[src/rtl/sc_spi_seq_pkg.sv]
// rtl/sc_spi_seq_pkg.sv - shared state encoding, status codes and poll compare helper
package sc_spi_seq_pkg;

    typedef enum logic [2:0] {
        S_IDLE  = 3'd0,
        S_START = 3'd1,
        S_WBSY  = 3'd2,
        S_RUN   = 3'd3,
        S_GAP   = 3'd4,
        S_FIN   = 3'd5
    } state_t;

    localparam logic [1:0] ST_OK  = 2'b00;
    localparam logic [1:0] ST_TMO = 2'b01;
    localparam logic [1:0] ST_ABT = 2'b10;

    function automatic logic poll_hit(input logic [31:0] rx,
                                      input logic [31:0] mask,
                                      input logic [31:0] value);
        return (rx & mask) == (value & mask);
    endfunction

endpackage

[src/rtl/sc_spi_seq_buf.sv]
// rtl/sc_spi_seq_buf.sv - 16x32 buffer: one sync write, one async read, one registered read
module sc_spi_seq_buf
    import sc_spi_seq_pkg::*;
(
    input  logic        i_clk,
    input  logic        i_rst,
    input  logic        i_we,
    input  logic [3:0]  i_waddr,
    input  logic [31:0] i_wdata,
    input  logic [3:0]  i_araddr,
    output logic [31:0] o_ardata,
    input  logic [3:0]  i_rraddr,
    output logic [31:0] o_rrdata
);

    logic [31:0] r_mem [16];
    logic [31:0] r_rdata;

    // Contents are deliberately not reset; reads racing a write see the old word.
    always_ff @(posedge i_clk) begin
        if (i_we) begin
            r_mem[i_waddr] <= i_wdata;
        end
    end

    always_ff @(posedge i_clk) begin
        if (i_rst) begin
            r_rdata <= 32'd0;
        end else begin
            r_rdata <= r_mem[i_rraddr];
        end
    end

    assign o_ardata = r_mem[i_araddr];
    assign o_rrdata = r_rdata;

endmodule

[src/rtl/sc_spi_seq.sv]
// rtl/sc_spi_seq.sv - SPI transaction sequencer: command FSM, frame/gap counters, poll compare, CS extend
module sc_spi_seq
    import sc_spi_seq_pkg::*;
#(
    parameter int GAP_CYCLES = 2,
    parameter int FCW        = 8
) (
    input  logic           SPICLK,
    input  logic           SYSRST,
    input  logic           CMDVALID,
    output logic           CMDREADY,
    input  logic [FCW-1:0] CMDFRAMES,
    input  logic           CMDKEEPCS,
    input  logic           CMDPOLL,
    input  logic [3:0]     POLLIDX,
    input  logic [31:0]    POLLMASK,
    input  logic [31:0]    POLLMATCH,
    input  logic           ABORT,
    input  logic           TXWE,
    input  logic [3:0]     TXWADDR,
    input  logic [31:0]    TXWDATA,
    input  logic [3:0]     RXRADDR,
    output logic [31:0]    RXRDATA,
    output logic           BUSY,
    output logic           DONE,
    output logic [1:0]     STATUS,
    output logic [FCW-1:0] FRAMECNT,
    output logic           SPI_START,
    input  logic           SPI_BUSY,
    output logic           SPI_CSEXTEND,
    input  logic [3:0]     SPI_TXDPT,
    output logic [31:0]    SPI_TXDATA,
    input  logic [31:0]    SPI_RXDATA,
    input  logic           SPI_RXVALID,
    input  logic [3:0]     SPI_RXDPT
);

    localparam logic [7:0] GAP_LOAD = GAP_CYCLES[7:0];

    state_t         r_state, w_state_nxt;
    logic [FCW-1:0] r_frames, r_framecnt;
    logic           r_keepcs, r_poll;
    logic [3:0]     r_pollidx;
    logic [31:0]    r_mask, r_match;
    logic [1:0]     r_status, r_end_status;
    logic           r_csext, r_abort_seen, r_match_flag, r_last;
    logic [7:0]     r_gapcnt;

    logic           w_spi_start, w_abort, w_rx_hit, w_match, w_frames_hit;
    logic [FCW-1:0] w_cnt_inc;
    logic [31:0]    w_tx_rd_unused, w_rx_ard_unused;

    sc_spi_seq_buf u_txbuf (
        .i_clk    (SPICLK),
        .i_rst    (SYSRST),
        .i_we     (TXWE),
        .i_waddr  (TXWADDR),
        .i_wdata  (TXWDATA),
        .i_araddr (SPI_TXDPT),
        .o_ardata (SPI_TXDATA),
        .i_rraddr (RXRADDR),
        .o_rrdata (w_tx_rd_unused)
    );

    sc_spi_seq_buf u_rxbuf (
        .i_clk    (SPICLK),
        .i_rst    (SYSRST),
        .i_we     (SPI_RXVALID),
        .i_waddr  (SPI_RXDPT),
        .i_wdata  (SPI_RXDATA),
        .i_araddr (SPI_RXDPT),
        .o_ardata (w_rx_ard_unused),
        .i_rraddr (RXRADDR),
        .o_rrdata (RXRDATA)
    );

    assign w_abort      = r_abort_seen | ABORT;
    assign w_rx_hit     = SPI_RXVALID && (SPI_RXDPT == r_pollidx)
                          && poll_hit(SPI_RXDATA, r_mask, r_match);
    // A hit on the very cycle SPIBUSY drops still counts for this attempt.
    assign w_match      = r_match_flag | w_rx_hit;
    assign w_cnt_inc    = (r_framecnt == '1) ? r_framecnt : r_framecnt + FCW'(1);
    assign w_frames_hit = (w_cnt_inc == r_frames);

    always_ff @(posedge SPICLK) begin
        if (SYSRST) begin
            r_state <= S_IDLE;
        end else begin
            r_state <= w_state_nxt;
        end
    end

    always_comb begin
        w_state_nxt = r_state;
        w_spi_start = 1'b0;
        case (r_state)
            S_IDLE:  if (CMDVALID) w_state_nxt = S_START;
            S_START: begin
                if (w_abort) begin
                    w_state_nxt = S_FIN;
                end else if (!SPI_BUSY) begin
                    w_spi_start = 1'b1;
                    w_state_nxt = S_WBSY;
                end
            end
            S_WBSY:  if (SPI_BUSY) w_state_nxt = S_RUN;
            S_RUN:   if (!SPI_BUSY) w_state_nxt = S_GAP;
            S_GAP:   if (r_gapcnt == 8'd0) w_state_nxt = (w_abort || r_last) ? S_FIN : S_START;
            S_FIN:   w_state_nxt = S_IDLE;
            default: w_state_nxt = S_IDLE;
        endcase
    end

    always_ff @(posedge SPICLK) begin
        if (SYSRST) begin
            r_frames     <= '0;
            r_framecnt   <= '0;
            r_keepcs     <= 1'b0;
            r_poll       <= 1'b0;
            r_pollidx    <= 4'd0;
            r_mask       <= 32'd0;
            r_match      <= 32'd0;
            r_status     <= ST_OK;
            r_end_status <= ST_OK;
            r_csext      <= 1'b0;
            r_abort_seen <= 1'b0;
            r_match_flag <= 1'b0;
            r_last       <= 1'b0;
            r_gapcnt     <= 8'd0;
        end else begin
            if (ABORT && r_state != S_IDLE) r_abort_seen <= 1'b1;
            if (w_rx_hit && r_state != S_IDLE) r_match_flag <= 1'b1;
            case (r_state)
                S_IDLE: begin
                    if (CMDVALID) begin
                        r_frames     <= (CMDFRAMES == '0) ? FCW'(1) : CMDFRAMES;
                        r_keepcs     <= CMDKEEPCS;
                        r_poll       <= CMDPOLL;
                        r_pollidx    <= POLLIDX;
                        r_mask       <= POLLMASK;
                        r_match      <= POLLMATCH;
                        r_framecnt   <= '0;
                        r_status     <= ST_OK;
                        r_csext      <= !CMDPOLL;
                        r_abort_seen <= 1'b0;
                        r_match_flag <= 1'b0;
                        r_last       <= 1'b0;
                    end
                end
                S_START: begin
                    if (w_abort) begin
                        r_csext  <= 1'b0;
                        r_status <= ST_ABT;
                    end else if (!SPI_BUSY) begin
                        r_match_flag <= 1'b0;
                    end
                end
                S_RUN: begin
                    if (!SPI_BUSY) begin
                        r_framecnt   <= w_cnt_inc;
                        r_last       <= r_poll ? (w_match || w_frames_hit) : w_frames_hit;
                        r_end_status <= (r_poll && !w_match) ? ST_TMO : ST_OK;
                        r_gapcnt     <= GAP_LOAD;
                        if (!r_poll && !r_keepcs && w_frames_hit) r_csext <= 1'b0;
                    end
                end
                S_GAP: begin
                    if (r_gapcnt != 8'd0) begin
                        r_gapcnt <= r_gapcnt - 8'd1;
                    end else if (w_abort) begin
                        r_csext  <= 1'b0;
                        r_status <= ST_ABT;
                    end else if (r_last) begin
                        r_status <= r_end_status;
                    end
                end
                default: ;
            endcase
        end
    end

    assign CMDREADY     = (r_state == S_IDLE);
    assign BUSY         = (r_state != S_IDLE);
    assign DONE         = (r_state == S_FIN);
    assign STATUS       = r_status;
    assign FRAMECNT     = r_framecnt;
    assign SPI_START    = w_spi_start;
    assign SPI_CSEXTEND = r_csext;

endmodule

[config.mk]
export PLATFORM = sky130hd
export DESIGN_NAME = sc_spi_seq
export DESIGN_NICKNAME = d
export VERILOG_FILES = /design/src/rtl/sc_spi_seq_pkg.sv /design/src/rtl/sc_spi_seq_buf.sv /design/src/rtl/sc_spi_seq.sv
export SDC_FILE = /design/constraint.sdc
export NUM_CORES = 1
export LEC_CHECK = 0
export ABC_AREA = 1
export CORE_UTILIZATION = 45
export DETAILED_ROUTE_END_ITERATION = 10
export HOLD_SLACK_MARGIN = 0.05
export SETUP_SLACK_MARGIN = 0.5
export SLEW_MARGIN = 20
export SYNTH_ARGS = -nofsm -noshare
export SYNTH_HDL_FRONTEND = slang
export SYNTH_HIERARCHICAL = 1
export SYNTH_SLANG_ARGS = --single-unit
[constraint.sdc]
create_clock -name SPICLK -period 6.3 [get_ports SPICLK]
set_input_delay 0.63 -clock SPICLK [delete_from_list [all_inputs] [get_ports SPICLK]]
set_output_delay 0.63 -clock SPICLK [all_outputs]
set_load 0.005 [all_outputs]
==> results.txt, run 1 <==
IR Drop Worst-Case VDD: 0.280 mV
initial core utilization: 45.4%
Hold Path Class: reg2reg
Final Core Density: 52.5%
DRT Pass-1 Iters: 5
Max clock buf depth: 3
CP required: 5670 ps
clock-pin slew on the worst setup and hold paths: 60 ps
final WL: 123,000 um
nets: 4,916
CTS resizes: 0
first-pass GRT wire length: 184,000 um
Setup TNS Final: 0 ps
syn_nets: 4,729
Rel. slew slack: 25.0%
critical path arrival: 3010 ps
Tot Pwr: 17.5 mW
Crit. End Element: output pin
Die ar.: 0.109 sq mm
pwr/cell area: 311 mW/mm^2
Tcrit/Tclk final: 57.7%
Mapped Cells: 4,561
area grow syn2layout: 15.7%
Final Hold Vio Count: 0
CTS tree: built
crit-path max FO: 189
CTS Hold Buffers Added: 0
num rows: 120
PortBufs: 243
final instance area: 0.0561 sq mm
Mapped Area: 0.0485 sq mm
RSZ-0062 raised after global routing: false
Worst Tran Pin Value: 1120 ps
Startpoint Class: input port
hpwl dp: 66,100 um
area occupied by multi-input gates: 0.0114 sq mm
Worst Hold Depth: 1
syn_area_per_cell: 10.6 sq um
num ports: 244
routed vias/inst: 5.11
dpl cell area: 0.0523 sq mm
H-tree depth: 3
routability congestion estimate: 0.789
WL/cell: 19.7 um
clk sinks: 1,160
Clock Latency Late Sink: 710 ps
fin crit period: 3640 ps
Core Area: 0.107 sq mm
Via Count: 32,000
# fillers: 9,263
vias in the first global route: 30,000
largest net degree at the start of global routing: 200
Residual DRC: 0
share of layout cells above drive strength 1: 6.64%
grt total ovfl: 0
setup bufs post-CTS: 0
status: complete, no violations
Register Area: 0.0335 sq mm
CTS root buffer: clkbuf_16
Pleak: 21.9 nW
final setup fails: 0
die height: 330 um
Final Max Tran Viols: 0
WS Path Type: in2out
worst clock skew: 23.1 ps
Yosys Warn Count: 6
Reg2Reg Depth: 11
total CTS buffers: 119
Max Cap Viol: 0
fmax: 275 MHz
drt initial violations: 2,850
initial antenna violation count: 13
GR Util All Layers: 22.6%
Post-DRT Antenna Nets: 0
Die Span X: 330 um
final timing paths:
path | start | end | slack [ps]
max | SPI_TXDPT[0] | SPI_TXDATA[9] | 2660
min | r_gapcnt[7] | r_gapcnt[7] | 450
max reg2reg | r_state[1] | SPI_CSEXTEND | 3250
min reg2reg | r_gapcnt[7] | r_gapcnt[7] | 450
sequential cells by signal (all words and copies together), names as in the netlist, 2 cells and up:
| signal | cells |
|---|---|
| r_frames | 8 |
| FRAMECNT | 8 |
| r_state | 3 |
| r_match | 32 |
| u_txbuf/r_mem | 512 |
| u_rxbuf/r_mem | 512 |
| r_pollidx | 4 |
| r_gapcnt | 8 |
| u_rxbuf/o_rrdata | 32 |
| STATUS | 2 |
| r_mask | 32 |
metrics by stage:
stage	cells	hold WS (ps)	setup WS, ps
finish	6260	447	2660
global route	6258	467	2410
CTS	6252	451	2640
detailed placement	6030	442	2640
global placement	6030	432	2700
floorplan	4561	420	3680
layer usage:
metal	up-vias	routed length, um	GRT usage [%]
met4	12	3870	7.87
met3	231	7250	3.80
met2	845	59800	38.1
met1	15300	52200	29.4
li1	15700	-	-
met5	-	78	0
worst max-delay path, cell delays in order:
cell and delay, ps:
buf_8 640, buf_4 490, a21oi_1 130, o21ai_0 110, nand3_1 90, nand3_1 130
nand2_1 60, clkdlybuf4s50_1 510
cells in the final DEF (no fill, tap or decap), drive strengths merged, types with 2 or more instances in the layout:
master / n
or2: 12
o21ai: 236
a21oi: 217
edfxtp: 1024
nand3: 553
nand3b: 5
xnor2: 2
diode: 8
nand2: 806
a211oi: 4
ha: 3
clkbuf: 152
clkinv: 56
dfxtp: 136
inv: 719
nor3: 7
clkdlybuf4s50: 234
nor2: 451
nand4: 6
a31oi: 3
o211ai: 129
bufinv: 11
buf: 75
o22ai: 2
final cells by class:
class,count,share of cell area (%)
diodes,8,0.0357
flip-flops and latches,1160,59.7
well taps,1403,3.13
clock inverters,70,1.11
repair buffers,309,5.27
multi-input cells,2441,20.3
inverters,717,4.81
clock buffers,152,5.64
report_power, final:
group | internal (mW) | switching [mW] | leakage, nW
logic | 0.600 | 1.13 | 9.67
clock network | 3.98 | 2.90 | 1.87
registers | 8.70 | 0.140 | 10.4
total | 13.3 | 4.17 | 21.9
No activity file was read; power rests on OpenSTA's default activity.
==> run 2, diff against run 1 <==
Clock period 6.3 ns to 3.8 ns, I/O delays scaled along.
==> run 2 against run 1 <==
Effect of this change: final area up 0.77%; sequential share of layout area decreased by 0.45 points; count of clock-buffer cells in the layout increased by 13; critical endpoint is now SPI_TXDATA[5]; highest routed layer unchanged.
==> results.txt, run 2 (same netlist as run 1, synthesis figures left out) <==
final instance area: 0.0565 sq mm
Crit. End Element: output pin
routability congestion estimate: 0.826
crit-path max FO: 90
Die ar.: 0.109 sq mm
Critical Path Most Common Cell: nand3_1
RSZ-0062 raised after global routing: false
most frequent cells in the layout: edfxtp_1 (1,024), nand2_1 (799), inv_1 (701), nand3_1 (553), nor2_1 (410)
DRT Pass-1 Iters: 5
Setup TNS Final: 0 ps
Max clock buf depth: 3
critical path arrival: 2360 ps
ordered list of cells on the worst path: buf_6, buf_4, o211ai_1, nand3_1, nand3_1, nand2_1, clkdlybuf4s50_1
fin crit period: 2740 ps
PortBufs: 243
H-tree depth: 3
Worst Tran Pin Value: 1010 ps
Max Cap Viol: 0
clock-pin slew on the worst setup and hold paths: 60 ps
total CTS buffers: 119
CTS resizes: 0
final setup fails: 0
Final Max Tran Viols: 0
Post-DRT Antenna Nets: 0
GR Util All Layers: 23.0%
CP max stage delay: 640 ps
setup bufs post-CTS: 0
Top Registers: u_rxbuf/r_mem (512), u_txbuf/r_mem (512)
initial antenna violation count: 13
dpl cell area: 0.0527 sq mm
area grow syn2layout: 16.6%
GR Util met3: 3.23%
CTS Hold Buffers Added: 0
num rows: 120
routed vias/inst: 5.18
Core Area: 0.107 sq mm
Clock Latency Late Sink: 720 ps
final WL: 126,000 um
clk sinks: 1,160
WS Path Type: in2out
fmax: 364 MHz
grt total ovfl: 0
M2 GR Usage: 39.7%
worst clock skew: 36.6 ps
Pleak: 22.1 nW
Final Hold Vio Count: 0
Residual DRC: 0
hpwl dp: 70,200 um
Rel. slew slack: 32.4%
Die Span X: 330 um
initial core utilization: 45.4%
die height: 330 um
share of layout cells above drive strength 1: 7.44%
first-pass GRT wire length: 187,000 um
status: complete, no violations
CTS tree: built
vias in the first global route: 30,400
largest net degree at the start of global routing: 191
GRT busiest layer: met2
met1 Usage GRT: 29.7%
Startpoint Class: input port
CTS root buffer: clkbuf_16
WL/cell: 20.1 um
nets: 4,952
Tcrit/Tclk final: 72.2%
IR Drop Worst-Case VDD: 0.401 mV
pwr/cell area: 515 mW/mm^2
CP required: 3420 ps
Hold Path Class: in2reg
drt initial violations: 2,784
Via Count: 32,500
commonest non-fill, non-tap cell in the layout: edfxtp_1
CP max-delay cell: clkdlybuf4s50_1
num ports: 244
run 2: final timing paths:
check | from | to | slack (ps) | cells past startpoint
worst min-delay path | RXRADDR[3] | u_rxbuf/o_rrdata[10] | 200 | 4
worst min register to register | r_mask[3] | r_mask[3] | 460 | 2
worst max register to register | r_state[1] | r_mask[18] | 1550 | 10
worst max-delay path | SPI_TXDPT[1] | SPI_TXDATA[5] | 1060 | 7
run 2: final cells by class:
class                      count  area [sq um]
tap                         1403          1760
multi-input combinational   2441         11400
inverter                     717          2700
antenna                        4          10.0
clock buffer                 165          3310
clock inverter                53           510
timing repair buffer         345          3360
fill                        9165         50400
sequential                  1160         33500
run 2: layer usage:
layer	share of wire [%]	vias up
met2	50	971
met1	42	15600
met5	0.048	-
met3	5.4	215
li1	-	15700
met4	2.8	12
run 2: critical path: cells and delay by family:
kind / cells / cell delay [ps]
AO/OA/AOI/OAI: 1 / 110
buffers and inverters: 3 / 1510
AND/OR/NAND/NOR: 3 / 280
run 2: power by group:
group / leakage (nW) / total [mW] / switching, mW / internal, mW
clock network: 1.87 / 11.4 / 4.88 / 6.54
logic: 9.89 / 3.00 / 1.97 / 1.04
registers: 10.4 / 14.7 / 0.255 / 14.4
run 2: per-stage QoR:
stage | power, mW | setup WS (ps) | util (%) | instances | hold slack, ps
after floorplan | 16.6 | 1430 | - | 4561 | 420
final | 29.1 | 1060 | 52.9 | 6288 | 197
after global routing | 30.2 | 933 | 52.9 | 6288 | 215
after detailed placement | 17.9 | 863 | 49.3 | 6066 | 448
after CTS | 29.3 | 1040 | 52.9 | 6284 | 163
after global placement | 17.9 | 870 | 49.3 | 6066 | 442
